$ cat src/rtl/wb_port_arbiter_if.sv
// Signal bundle between the WB stage / long-latency unit (master side) and
// the register-file write-port arbiter (slave side).
interface wb_port_arbiter_if #(
  parameter int DEPTH = 4
);
  logic [4:0]             WB_Rd_i;
  logic                   WB_Reg_writeE_i;
  logic [31:0]            WB_Write_data_i;
  logic                   LU_valid_i;
  logic                   LU_ready_o;
  logic [4:0]             LU_Rd_i;
  logic [31:0]            LU_data_i;
  logic                   RF_writeE_o;
  logic [4:0]             RF_Rd_o;
  logic [31:0]            RF_Write_data_o;
  logic                   Pipe_stall_o;
  logic [$clog2(DEPTH):0] Pend_cnt_o;

  modport master (
    output WB_Rd_i, WB_Reg_writeE_i, WB_Write_data_i,
    output LU_valid_i, LU_Rd_i, LU_data_i,
    input  LU_ready_o, RF_writeE_o, RF_Rd_o, RF_Write_data_o,
    input  Pipe_stall_o, Pend_cnt_o
  );

  modport slave (
    input  WB_Rd_i, WB_Reg_writeE_i, WB_Write_data_i,
    input  LU_valid_i, LU_Rd_i, LU_data_i,
    output LU_ready_o, RF_writeE_o, RF_Rd_o, RF_Write_data_o,
    output Pipe_stall_o, Pend_cnt_o
  );
endinterface

$ cat src/rtl/wb_port_arbiter.sv
// Register-file write-port arbiter: pipeline writeback has priority, LU results queue in a FIFO.
// Optional starvation relief (forced one-cycle pipeline stall) is enabled by defining WB_ARB_STARVE_EN.
module wb_port_arbiter #(
  parameter int DEPTH        = 4,
  parameter int STARVE_LIMIT = 8
) (
  input logic              clk_i,
  input logic              rst_i,
  wb_port_arbiter_if.slave bus
);
  localparam int AW = $clog2(DEPTH);
  localparam int CW = AW + 1;
  localparam logic [CW-1:0] FULL = CW'(DEPTH);

  if (DEPTH < 2 || (DEPTH & (DEPTH - 1)) != 0 || STARVE_LIMIT < 1) begin : g_bad_cfg
    $error("wb_port_arbiter: DEPTH must be a power of 2 >= 2 and STARVE_LIMIT >= 1");
  end

  logic [4:0]    rdMem_q   [DEPTH];
  logic [31:0]   dataMem_q [DEPTH];
  logic [AW-1:0] wrPtr_q, wrPtr_d;
  logic [AW-1:0] rdPtr_q, rdPtr_d;
  logic [CW-1:0] count_q, count_d;
  logic          pipeWr;
  logic          luReady;
  logic          push;
  logic          pop;
  logic          stall;
  logic [4:0]    headRd;
  logic [31:0]   headData;

  assign pipeWr   = bus.WB_Reg_writeE_i && (bus.WB_Rd_i != 5'd0);
  assign luReady  = (count_q < FULL);
  // Results aimed at x0 complete the handshake but are never stored.
  assign push     = bus.LU_valid_i && luReady && (bus.LU_Rd_i != 5'd0);
  assign pop      = (count_q != '0) && (stall || !pipeWr);
  assign headRd   = rdMem_q[rdPtr_q];
  assign headData = dataMem_q[rdPtr_q];

`ifdef WB_ARB_STARVE_EN
  localparam int SW = $clog2(STARVE_LIMIT + 1);
  localparam logic [SW-1:0] LIMIT = SW'(STARVE_LIMIT);

  logic [SW-1:0] starve_q, starve_d;

  assign stall = (count_q != '0) && (starve_q == LIMIT);

  always_comb begin
    starve_d = starve_q;
    if (pop || count_q == '0) begin
      starve_d = '0;
    end else if (starve_q != LIMIT) begin
      starve_d = starve_q + SW'(1);
    end
  end

  always_ff @(posedge clk_i or posedge rst_i) begin
    if (rst_i) begin
      starve_q <= '0;
    end else begin
      starve_q <= starve_d;
    end
  end
`else
  assign stall = 1'b0;
`endif

  always_comb begin
    wrPtr_d = wrPtr_q;
    rdPtr_d = rdPtr_q;
    count_d = count_q;
    if (push) begin
      wrPtr_d = wrPtr_q + AW'(1);
    end
    if (pop) begin
      rdPtr_d = rdPtr_q + AW'(1);
    end
    case ({push, pop})
      2'b10:   count_d = count_q + CW'(1);
      2'b01:   count_d = count_q - CW'(1);
      default: count_d = count_q;
    endcase
  end

  always_ff @(posedge clk_i or posedge rst_i) begin
    if (rst_i) begin
      wrPtr_q <= '0;
      rdPtr_q <= '0;
      count_q <= '0;
    end else begin
      wrPtr_q <= wrPtr_d;
      rdPtr_q <= rdPtr_d;
      count_q <= count_d;
    end
  end

  // Storage is deliberately left unreset; count alone decides what is valid.
  always_ff @(posedge clk_i) begin
    if (push) begin
      rdMem_q[wrPtr_q]   <= bus.LU_Rd_i;
      dataMem_q[wrPtr_q] <= bus.LU_data_i;
    end
  end

  always_comb begin
    bus.RF_writeE_o     = 1'b0;
    bus.RF_Rd_o         = '0;
    bus.RF_Write_data_o = '0;
    if (!rst_i) begin
      if (pop) begin
        bus.RF_writeE_o     = 1'b1;
        bus.RF_Rd_o         = headRd;
        bus.RF_Write_data_o = headData;
      end else if (pipeWr) begin
        bus.RF_writeE_o     = 1'b1;
        bus.RF_Rd_o         = bus.WB_Rd_i;
        bus.RF_Write_data_o = bus.WB_Write_data_i;
      end
    end
  end

  assign bus.LU_ready_o   = !rst_i && luReady;
  assign bus.Pipe_stall_o = !rst_i && stall;
  assign bus.Pend_cnt_o   = rst_i ? '0 : count_q;
endmodule

$ cat src/flat_wrapper.sv
// flat-port wrapper written by rule: the top's interface ports become plain ports
module wb_port_arbiter_flat 
#(
  parameter int DEPTH        = 4,
  parameter int STARVE_LIMIT = 8
)
  (clk_i, rst_i, bus_WB_Rd_i, bus_WB_Reg_writeE_i, bus_WB_Write_data_i, bus_LU_valid_i, bus_LU_Rd_i, bus_LU_data_i, bus_LU_ready_o, bus_RF_writeE_o, bus_RF_Rd_o, bus_RF_Write_data_o, bus_Pipe_stall_o, bus_Pend_cnt_o);
  wb_port_arbiter_if #(.DEPTH(DEPTH)) bus_i ();
  input logic clk_i;
  input logic rst_i;
  input wire logic [$bits(bus_i.WB_Rd_i)-1:0] bus_WB_Rd_i;
  input wire logic [$bits(bus_i.WB_Reg_writeE_i)-1:0] bus_WB_Reg_writeE_i;
  input wire logic [$bits(bus_i.WB_Write_data_i)-1:0] bus_WB_Write_data_i;
  input wire logic [$bits(bus_i.LU_valid_i)-1:0] bus_LU_valid_i;
  input wire logic [$bits(bus_i.LU_Rd_i)-1:0] bus_LU_Rd_i;
  input wire logic [$bits(bus_i.LU_data_i)-1:0] bus_LU_data_i;
  output wire logic [$bits(bus_i.LU_ready_o)-1:0] bus_LU_ready_o;
  output wire logic [$bits(bus_i.RF_writeE_o)-1:0] bus_RF_writeE_o;
  output wire logic [$bits(bus_i.RF_Rd_o)-1:0] bus_RF_Rd_o;
  output wire logic [$bits(bus_i.RF_Write_data_o)-1:0] bus_RF_Write_data_o;
  output wire logic [$bits(bus_i.Pipe_stall_o)-1:0] bus_Pipe_stall_o;
  output wire logic [$bits(bus_i.Pend_cnt_o)-1:0] bus_Pend_cnt_o;
  assign bus_i.WB_Rd_i = bus_WB_Rd_i;
  assign bus_i.WB_Reg_writeE_i = bus_WB_Reg_writeE_i;
  assign bus_i.WB_Write_data_i = bus_WB_Write_data_i;
  assign bus_i.LU_valid_i = bus_LU_valid_i;
  assign bus_i.LU_Rd_i = bus_LU_Rd_i;
  assign bus_i.LU_data_i = bus_LU_data_i;
  assign bus_LU_ready_o = bus_i.LU_ready_o;
  assign bus_RF_writeE_o = bus_i.RF_writeE_o;
  assign bus_RF_Rd_o = bus_i.RF_Rd_o;
  assign bus_RF_Write_data_o = bus_i.RF_Write_data_o;
  assign bus_Pipe_stall_o = bus_i.Pipe_stall_o;
  assign bus_Pend_cnt_o = bus_i.Pend_cnt_o;
  wb_port_arbiter #(.DEPTH(DEPTH), .STARVE_LIMIT(STARVE_LIMIT)) u_core (.clk_i(clk_i), .rst_i(rst_i), .bus(bus_i));
endmodule
$ cat config.mk
export PLATFORM = sky130hd
export DESIGN_NAME = wb_port_arbiter_flat
export DESIGN_NICKNAME = d
export VERILOG_FILES = /design/src/rtl/wb_port_arbiter_if.sv /design/src/rtl/wb_port_arbiter.sv /design/src/flat_wrapper.sv
export SDC_FILE = /design/constraint.sdc
export NUM_CORES = 1
export LEC_CHECK = 0
export BUFFER_PORTS_ARGS = -buffer_cell sky130_fd_sc_hd__buf_2
export CAP_MARGIN = 20
export CORE_UTILIZATION = 40
export CTS_CLUSTER_SIZE = 40
export DETAILED_ROUTE_END_ITERATION = 8
export GPL_TIMING_DRIVEN = 0
export PLACE_DENSITY_LB_ADDON = 0.15
export RECOVER_POWER = 100
export SLEW_MARGIN = 5
export SYNTH_ARGS = -nofsm -noshare
export SYNTH_HDL_FRONTEND = slang
export SYNTH_SLANG_ARGS = --single-unit
$ cat constraint.sdc
create_clock -name clk_i -period 2.78 [get_ports clk_i]
set_input_delay 0.556 -clock clk_i [delete_from_list [all_inputs] [get_ports clk_i]]
set_output_delay 0.556 -clock clk_i [all_outputs]
set_load 0.1 [all_outputs]
* Word-level counts from Yosys, hierarchy flattened *
Memories as Yosys holds them, arrays and structs flattened.
Cells that the tools add are included.
W data, S select, Z words.

word-level totals
  flip-flop bits (word level) = 7
  memory bits (writable) = 148
  output and inout bits = 43
  logic and storage cells = 36
  memories = 2

operators by class
  add/subtract/negate cells = 4
  order comparisons = 1
  equality and inequality tests = 2
  mux-type cells = 13
  reductions and logical operators = 11

memories
  memory            depth  bits a word  rd ports  clocked after Yosys merged registers in  wr ports  line                   text
  u_core.dataMem_q  4      32           1         0                                        1         wb_port_arbiter.sv:20  logic [31:0] dataMem_q [DEPTH];
  u_core.rdMem_q    4      5            1         0                                        1         wb_port_arbiter.sv:19  logic [4:0] rdMem_q [DEPTH];

operator list
  cell                   count
  $mux W32               3
  $mux W5                3
  $reduce_bool A5 Y1     2
  $pmux W3 S2            1
  $logic_and A1 B1 Y1    5
  $mux W1                5
  $add A2 B1 Y2 const B  2
  $add A3 B1 Y3 const B  1
  $lt A3 B3 Y1 const B   1
  $mux W3                1
  $reduce_bool A3 Y1     1
  $sub A3 B1 Y3 const B  1
  $eq A2 B1 Y1 const B   1
  $eq A2 B2 Y1 const B   1
  $logic_not A1 Y1       2
  $reduce_bool A2 Y1     1

* Depth between registers and ports, before layout *
Gate-level depths: netlist of the first run.

  word-level depth = 6
  gate-level depth with buffers = 10
  gate-level depth less buffers = 10

* Least setup slack after synthesis of the first run *
OpenSTA, ideal clock, no wires.

  path kind = in2out
  start point = input bus_WB_Rd_i[2]
  end point = output bus_RF_Write_data_o[22]
  arrival = 3002 ps
  data required time = 2224 ps
  path slack = -778 ps
  cell stages on the path = 6
  path buffers = 2
  cells stage by stage = or3_4 o31ai_4 buf_6 buf_6 nand3_1 a21oi_1

on the way
  word-level cells in the longest chain between the ends = 6
  elaborated cells on any way between the ends = 7
  classes of those cells = 3 x mux; 4 x reduce/logical

RTL lines
  element                line                    text
  start, declared        flat_wrapper.sv:11      input wire logic [$bits(bus_i.WB_Rd_i)-1:0] bus_WB_Rd_i;
  $reduce_bool A5 Y1 *   wb_port_arbiter.sv:32   assign pipeWr = bus.WB_Reg_writeE_i && (bus.WB_Rd_i != 5'd0);
  $logic_and A1 B1 Y1 *  wb_port_arbiter.sv:32
  $logic_not A1 Y1       wb_port_arbiter.sv:36   assign pop = (count_q != '0) && (stall || !pipeWr);
  $logic_and A1 B1 Y1    wb_port_arbiter.sv:36
  $mux W32 *             wb_port_arbiter.sv:110  if (pop) begin
  $mux W32 *             wb_port_arbiter.sv:109  if (!rst_i) begin
  end, declared          flat_wrapper.sv:20      output wire logic [$bits(bus_i.RF_Write_data_o)-1:0] bus_RF_Write_data_o;

Every way passes the cells marked *; elsewhere a longest branch is shown, timed or not.

* Final worst setup path of the first run *
  start point = input bus_WB_Rd_i[3]
  end point = output bus_RF_Write_data_o[24]

Same word-level chain as after synthesis.

==> impl_metrics.py, run 1 <==
metrics = {
    "timing": {
        "finalHoldViolations": 0,
        "finClkSkew_ns": 0.00469,
        "setup_tns_ns": 0,
        "max_clock_freq_mhz": 366,
        "setup_viol": 0,
        "drv_slew": 0,
        "min_period_over_period": 0.984,
        "holdWs_ns": 0.398,
        "maxSlewHeadroom": 0.503,
        "grt_setup_unrepaired": "true",
        "worst_pin_slew_ns": 0.744,
        "period_needed_ns": 2.73,
    },
    "worst_setup_path": {
        "worstSetupPathType": "in2out",
        "reg2regPathDepth": 3,
        "critical_path_arrival_ns": 2.18,
        "end_kind": "primary output",
        "startpoint_type": "input port",
        "critPathMaxFanout": 6,
        "worst_ep_required_time_ns": 2.22,
        "r2r_start": "u_core.count_q[2]$_DFFE_PP0P_",
        "reg2reg_to": "u_core.dataMem_q[2][20]$_DFFE_PP_",
        "startpoint": "bus_WB_Rd_i[3]",
        "reg2reg_setup_slack_ns": 0.45,
    },
    "die": {
        "fp-row-count": 45,
        "ioPinCount": 121,
        "start_util": 0.416,
        "die-height_um": 129,
        "dieArea_um2": 16500,
        "coreArea_um2": 15400,
        "dieWidth_um": 129,
    },
    "power": {
        "comb_power_share": 0.386,
        "switchingPower_uw": 3200,
        "seqPwrFrac": 0.331,
        "p_sw_frac": 0.345,
        "p_leak_uw": 0.00306,
        "pwr_density_cell_nw_per_um2": 1040,
        "clkPwrFrac": 0.284,
        "power.internal_uw": 6080,
        "peakVddDrop_uv": 548,
    },
    "yosys": {
        "synth.top_cells.by_area": "edfxtp_1 69%, mux4_2 13%, a21oi_1 2.8%",
        "async_reset_ff_frac": 0.0452,
        "synth_top_area_frac": 0.693,
        "ys.flop_type": "edfxtp_1",
        "synth_area_um2": 6410,
        "synthAdderAreaFrac": 0.0129,
        "yosys_warnings": 0,
        "yosysUniqueCellTypes": 30,
        "seq_area_frac_synth": 0.721,
        "synth_edf_count": 148,
        "synth-xor-area-share": 0.00820,
        "synth_top_family_by_area": "multiplexers",
        "synth_top_cell_by_area": "edfxtp_1",
        "syn_area_per_cell_um2": 17.4,
        "netlist_instances": 368,
        "synthSimpleGateAreaFrac": 0.0648,
        "ys_ff_latch": 155,
        "synth_compound_area_frac": 0.0355,
        "synthMuxAreaShare": 0.133,
        "syn_nets": 452,
    },
    "clock_network": {
        "cts.clk_slew.worst_paths_ns": 0.06,
        "cts_sinks": 155,
        "htreeDepth": 4,
        "clockBufferDepth": 2,
        "cts_tree": "yes",
        "cts_buffers": 17,
        "worstSkewPairLatency_ns": 0.41,
        "cts_root_buf": "clkbuf_16",
    },
    "grt": {
        "antenna_found_initial": 0,
        "grt-ovfl-total": 0,
        "grt_usage": 0.194,
        "grt_pass1_vias": 4056,
        "grt_max_degree": 23,
        "grt_pass1_wl_um": 23000,
    },
    "cells_and_area": {
        "area_delta_synth_final_pct": 39.3,
        "diodes": 0,
        "nNetsFinal": 597,
        "final_common_cell": "edfxtp_1",
        "final_cell_mix": "148 x edfxtp_1, 45 x buf_2, 40 x clkbuf_1",
        "fillCellCount": 1222,
        "layout-drive-gt1-share": 0.444,
        "utilization": 0.579,
    },
    "placement": {
        "routabilityCongestion": 0.748,
        "port-buffer-count": 118,
        "dp_hpwl_um": 9350,
    },
    "drt": {
        "drtIter0Drc": 242,
        "wl_per_cell_um": 20.3,
        "ant_nets": 0,
        "vias_per_cell": 5.16,
        "drt-total-wl_um": 14900,
        "dr_total_vias": 3801,
        "drc": 0,
        "firstDrtPassIters": 4,
    },
    "worst_hold_path": {
        "hold_depth": 1,
        "min_path_type": "in2reg",
        "hold_end": "u_core.dataMem_q[1][3]$_DFFE_PP_",
        "worstHoldStart": "bus_LU_data_i[3]",
    },
    "outcome": {
        "outcome": "finished, final reports clean",
    },
    "run": {
        "maxCapViolCount": 0,
    },
}
[how the worst max path moves through the flow]
stage	endpoint	slack, ns	depth (start not counted)
2_1_floorplan	bus_RF_Write_data_o[22]	-0.18	6
3_3_place_gp	u_core.dataMem_q[3][15]$_DFFE_PP_	-0.61	5
3_5_place_dp	bus_RF_Write_data_o[13]	-0.32	7
4_1_cts	bus_RF_Write_data_o[13]	0.004	8
5_1_grt	bus_RF_Write_data_o[24]	-0.01	9
6_report	bus_RF_Write_data_o[24]	0.05	9
[flip-flops by register name (all words and copies together), names as in the netlist]
signal,count
u_core.dataMem_q,128
u_core.wrPtr_q,2
u_core.rdMem_q,20
u_core.count_q,3
u_core.rdPtr_q,2
[final cells by class]
cell class | instances | area, um2 | area share
tap | 211 | 264 | 0.0296
timing repair buffer | 126 | 1060 | 0.119
inverter | 7 | 26.3 | 0.00294
clock inverter | 13 | 248 | 0.0277
multi-input combinational | 181 | 2070 | 0.232
buffer | 25 | 206 | 0.0231
clock buffer | 18 | 429 | 0.0481
sequential | 155 | 4620 | 0.518
[per-layer routing]
metal	GRT usage	vias up	routed length [um]
met5	0	-	0
met4	0.0609	0	153
met3	0.0445	11	639
met2	0.335	97	7910
met1	0.243	1960	6230
li1	-	1733	-
[worst max-delay path, stage by stage]
cell       delay, ns
buf_2           0.11
or3_4           0.37
o31ai_4         0.19
buf_6           0.16
buf_8           0.14
clkbuf_16       0.16
nand3_1         0.12
a21oi_4         0.17
buf_12          0.19
[power groups by stage]
stage	registers (uW)	clock network [uW]	logic, uW
2_1_floorplan	3070	0	2580
3_3_place_gp	3110	0	3160
3_5_place_dp	3110	0	3250
4_1_cts	3070	2670	3540
5_1_grt	3090	2760	3800
6_report	3070	2630	3580
[per-stage QoR]
stage | worst slack, ns | total power [uW] | area, um2 | cells
2_1_floorplan | -0.176 | 5650 | 6810 | 368
3_3_place_gp | -0.607 | 6260 | 7660 | 697
3_5_place_dp | -0.324 | 6360 | 7770 | 702
4_1_cts | 0.00391 | 9280 | 8820 | 735
5_1_grt | -0.0130 | 9650 | 8930 | 736
6_report | 0.0456 | 9270 | 8930 | 736
[cells by family (layout without fill, tap and decap cells)]
family | count (synthesis) | after routing
other | 1 | 1
flip-flops | 155 | 155
buffers and inverters | 32 | 189
XOR/XNOR | 6 | 6
AND/OR/NAND/NOR | 89 | 89
adder cells (fa/ha/maj) | 6 | 6
multiplexers | 39 | 39
AO/OA/AOI/OAI | 40 | 40
[Yosys cell counts, types with 2 or more instances]
library cell	n
a21oi_1	36
and2_1	4
mux4_2	37
ha_1	5
buf_2	4
xor2_1	3
inv_1	7
clkbuf_1	14
nand2_1	35
edfxtp_1	148
buf_4	4
xnor2_1	3
nor2_1	8
a32oi_1	2
dfrtp_1	7
nand3_1	36
buf_6	2
[repair_timing]
item / CTS / global route
pin swaps: 8 / 3
cloned: 1 / 1
buffers inserted: 1 / 0
resized for setup: 114 / 37
hold buffers: 0 / 0
endpoints found under the setup margin: 37 / 35
No activity file was read; power rests on OpenSTA's default activity.
==> run 2: changes to the inputs <==
--- a/config.mk
+++ b/config.mk
@@ -7,12 +7,14 @@
 export LEC_CHECK = 0
 export BUFFER_PORTS_ARGS = -buffer_cell sky130_fd_sc_hd__buf_2
 export CAP_MARGIN = 20
+export CORE_ASPECT_RATIO = 1.5
 export CORE_UTILIZATION = 40
 export CTS_CLUSTER_SIZE = 40
 export DETAILED_ROUTE_END_ITERATION = 8
 export GPL_TIMING_DRIVEN = 0
 export PLACE_DENSITY_LB_ADDON = 0.15
 export RECOVER_POWER = 100
+export SETUP_SLACK_MARGIN = 0.3
 export SLEW_MARGIN = 5
 export SYNTH_ARGS = -nofsm -noshare
 export SYNTH_HDL_FRONTEND = slang
==> constraint.sdc (replaced) <==
create_clock -name clk_i -period 2.78 [get_ports clk_i]
set_input_delay 0.556 -clock clk_i [delete_from_list [all_inputs] [get_ports clk_i]]
set_output_delay 0.556 -clock clk_i [all_outputs]
set_load 0.01 [all_outputs]
==> run 2 against run 1 <==
  * Routed wire length is 2.5% higher
  * Hold slack worse by 0.00074 ns
  * Power is 15% lower
  * Global-route usage is 0.21 points lower
  * Utilization decreased by 4.0 points
  * Highest routed layer unchanged
==> impl_metrics.py, run 2 (synthesized netlist as in run 1, its figures left out) <==
metrics = {
    "drt": {
        "dr_total_vias": 3893,
        "ant_nets": 0,
        "firstDrtPassIters": 4,
        "drt-total-wl_um": 15300,
        "drtIter0Drc": 166,
        "drc": 0,
        "vias_per_cell": 5.25,
        "wl_per_cell_um": 20.6,
    },
    "power": {
        "power_uw": 7900,
        "pwr_density_cell_nw_per_um2": 938,
        "p_leak_uw": 0.00292,
        "peakVddDrop_uv": 471,
    },
    "die": {
        "start_util": 0.410,
        "dieArea_um2": 16500,
        "coreArea_um2": 15600,
        "fp-row-count": 56,
        "ioPinCount": 121,
        "die-height_um": 157,
        "dieWidth_um": 105,
    },
    "worst_hold_path": {
        "worstHoldStart": "bus_LU_data_i[10]",
        "hold_depth": 1,
        "hold_end": "u_core.dataMem_q[3][10]$_DFFE_PP_",
        "min_path_type": "in2reg",
    },
    "worst_setup_path": {
        "worst_ep_required_time_ns": 2.22,
        "path_cells": "buf_6 > or3_1 > o31ai_4 > buf_6 > buf_8 > clkbuf_16 > nand3_1 > a21oi_2 > buf_2",
        "reg2reg_to": "u_core.dataMem_q[0][20]$_DFFE_PP_",
        "cp_slowest_stage_delay_ns": 0.42,
        "crit_path_frequent_cell": "buf_6",
        "crit_path_top_delay_cell": "or3_1",
        "startpoint_type": "input port",
        "end_kind": "primary output",
        "r2r_start": "u_core.count_q[2]$_DFFE_PP0P_",
        "worstSetupPathType": "in2out",
        "crit_buf_inv": 5,
        "reg2regPathDepth": 4,
        "critPathMaxFanout": 5,
        "path_delay_family": "buffers and inverters",
        "critical_path_arrival_ns": 2.15,
        "reg2reg_setup_slack_ns": 0.24,
    },
    "placement": {
        "dpl_worst_slack_ns": -0.0467,
        "dp_hpwl_um": 9690,
        "port-buffer-count": 118,
        "routabilityCongestion": 0.725,
    },
    "timing": {
        "min_period_over_period": 0.973,
        "drv_slew": 0,
        "finClkSkew_ns": 0.00700,
        "setup_viol": 0,
        "grt_setup_unrepaired": "true",
        "max_clock_freq_mhz": 370,
        "worst_pin_slew_ns": 0.847,
        "setup_ws_ns": 0.0742,
        "period_needed_ns": 2.71,
        "maxSlewHeadroom": 0.436,
        "finalHoldViolations": 0,
    },
    "cells_and_area": {
        "layout-drive-gt1-share": 0.380,
        "regMostFlops": "u_core.dataMem_q",
        "final_cell_mix": "148 x edfxtp_1, 74 x clkbuf_1, 52 x buf_2",
        "final_common_cell": "edfxtp_1",
        "largest_reg_flops": 128,
        "area_delta_synth_final_pct": 31.4,
        "top_regs": "u_core.dataMem_q (128), u_core.rdMem_q (20), u_core.count_q (3)",
        "diodes": 0,
        "fillCellCount": 1280,
        "nNetsFinal": 610,
    },
    "clock_network": {
        "cts_tree": "yes",
        "cts.clk_slew.worst_paths_ns": 0.06,
        "cts_buffers": 17,
        "worstSkewPairLatency_ns": 0.42,
        "clockBufferDepth": 2,
        "cts_sinks": 155,
        "hold_buffers": 0,
        "htreeDepth": 4,
        "cts_root_buf": "clkbuf_16",
    },
    "grt": {
        "antenna_found_initial": 0,
        "grt_max_degree": 29,
        "grt-ovfl-total": 0,
        "grt_pass1_vias": 4009,
        "grt_pass1_wl_um": 22800,
        "grt_usage": 0.192,
    },
    "outcome": {
        "outcome": "finished, final reports clean",
    },
    "run": {
        "maxCapViolCount": 0,
    },
}
-- run 2: final cells by class --
type	count	area [um2]	area share
flip-flops and latches	155	4620	0.549
multi-input cells	181	1860	0.221
repair buffers	139	820	0.0973
clock buffers	22	454	0.0539
plain buffers	25	270	0.0321
well taps	203	254	0.0302
clock inverters	10	120	0.0143
inverters	7	26.3	0.00312
-- run 2: metal layers --
layer	part of all wire	track usage
met1	0.39	0.217
met2	0.55	0.345
met3	0.049	0.0447
met4	0.020	0.0838
met5	0	0
-- run 2: worst max path at each step --
stage                               from                           endpoint  cells past startpoint
after detailed placement  bus_WB_Rd_i[2]      u_core.count_q[2]$_DFFE_PP0P_                     10
after global routing      bus_WB_Rd_i[2]            bus_RF_Write_data_o[27]                      9
after CTS                 bus_WB_Rd_i[2]            bus_RF_Write_data_o[25]                      9
final                     bus_WB_Rd_i[2]            bus_RF_Write_data_o[27]                      9
after floorplan           bus_WB_Rd_i[2]      u_core.count_q[2]$_DFFE_PP0P_                      9
after global placement    bus_LU_Rd_i[4]  u_core.dataMem_q[0][15]$_DFFE_PP_                      5
-- run 2: per-stage QoR --
stage	cell area, um2	utilization	hold slack, ns	TNS, ns	cells
floorplan	6410	-	0.482	0	368
global placement	7260	0.464	0.509	-96.16	689
detailed placement	7340	0.470	0.529	-0.0467	693
CTS	8320	0.533	0.338	0	738
global route	8420	0.539	0.390	0	742
finish	8420	0.539	0.397	0	742
-- run 2: worst register-to-register path: cells and delay by family, from the launching register on --
family	cells	cell delay, ns
and+or+nand+nor	2	1.32
buffers and inverters	2	0.49
DFF	1	0.40
-- run 2: repair_timing --
action                     in CTS  in global routing
pin swaps                       9                 17
hold endpoints to repair        0                  0
setup endpoints to repair      38                 38
setup buffers                  10                  2
cloned                          3                  2
gates resized for setup        69                 33
-- run 2: report_power, final --
part	total [uW]	switching (uW)	internal (uW)	leakage, uW
Combinational	2590	1320	1270	0.00122
Sequential	3050	103	2950	0.00142
Clock	2260	909	1350	0.000275
Total	7900	2330	5570	0.00292
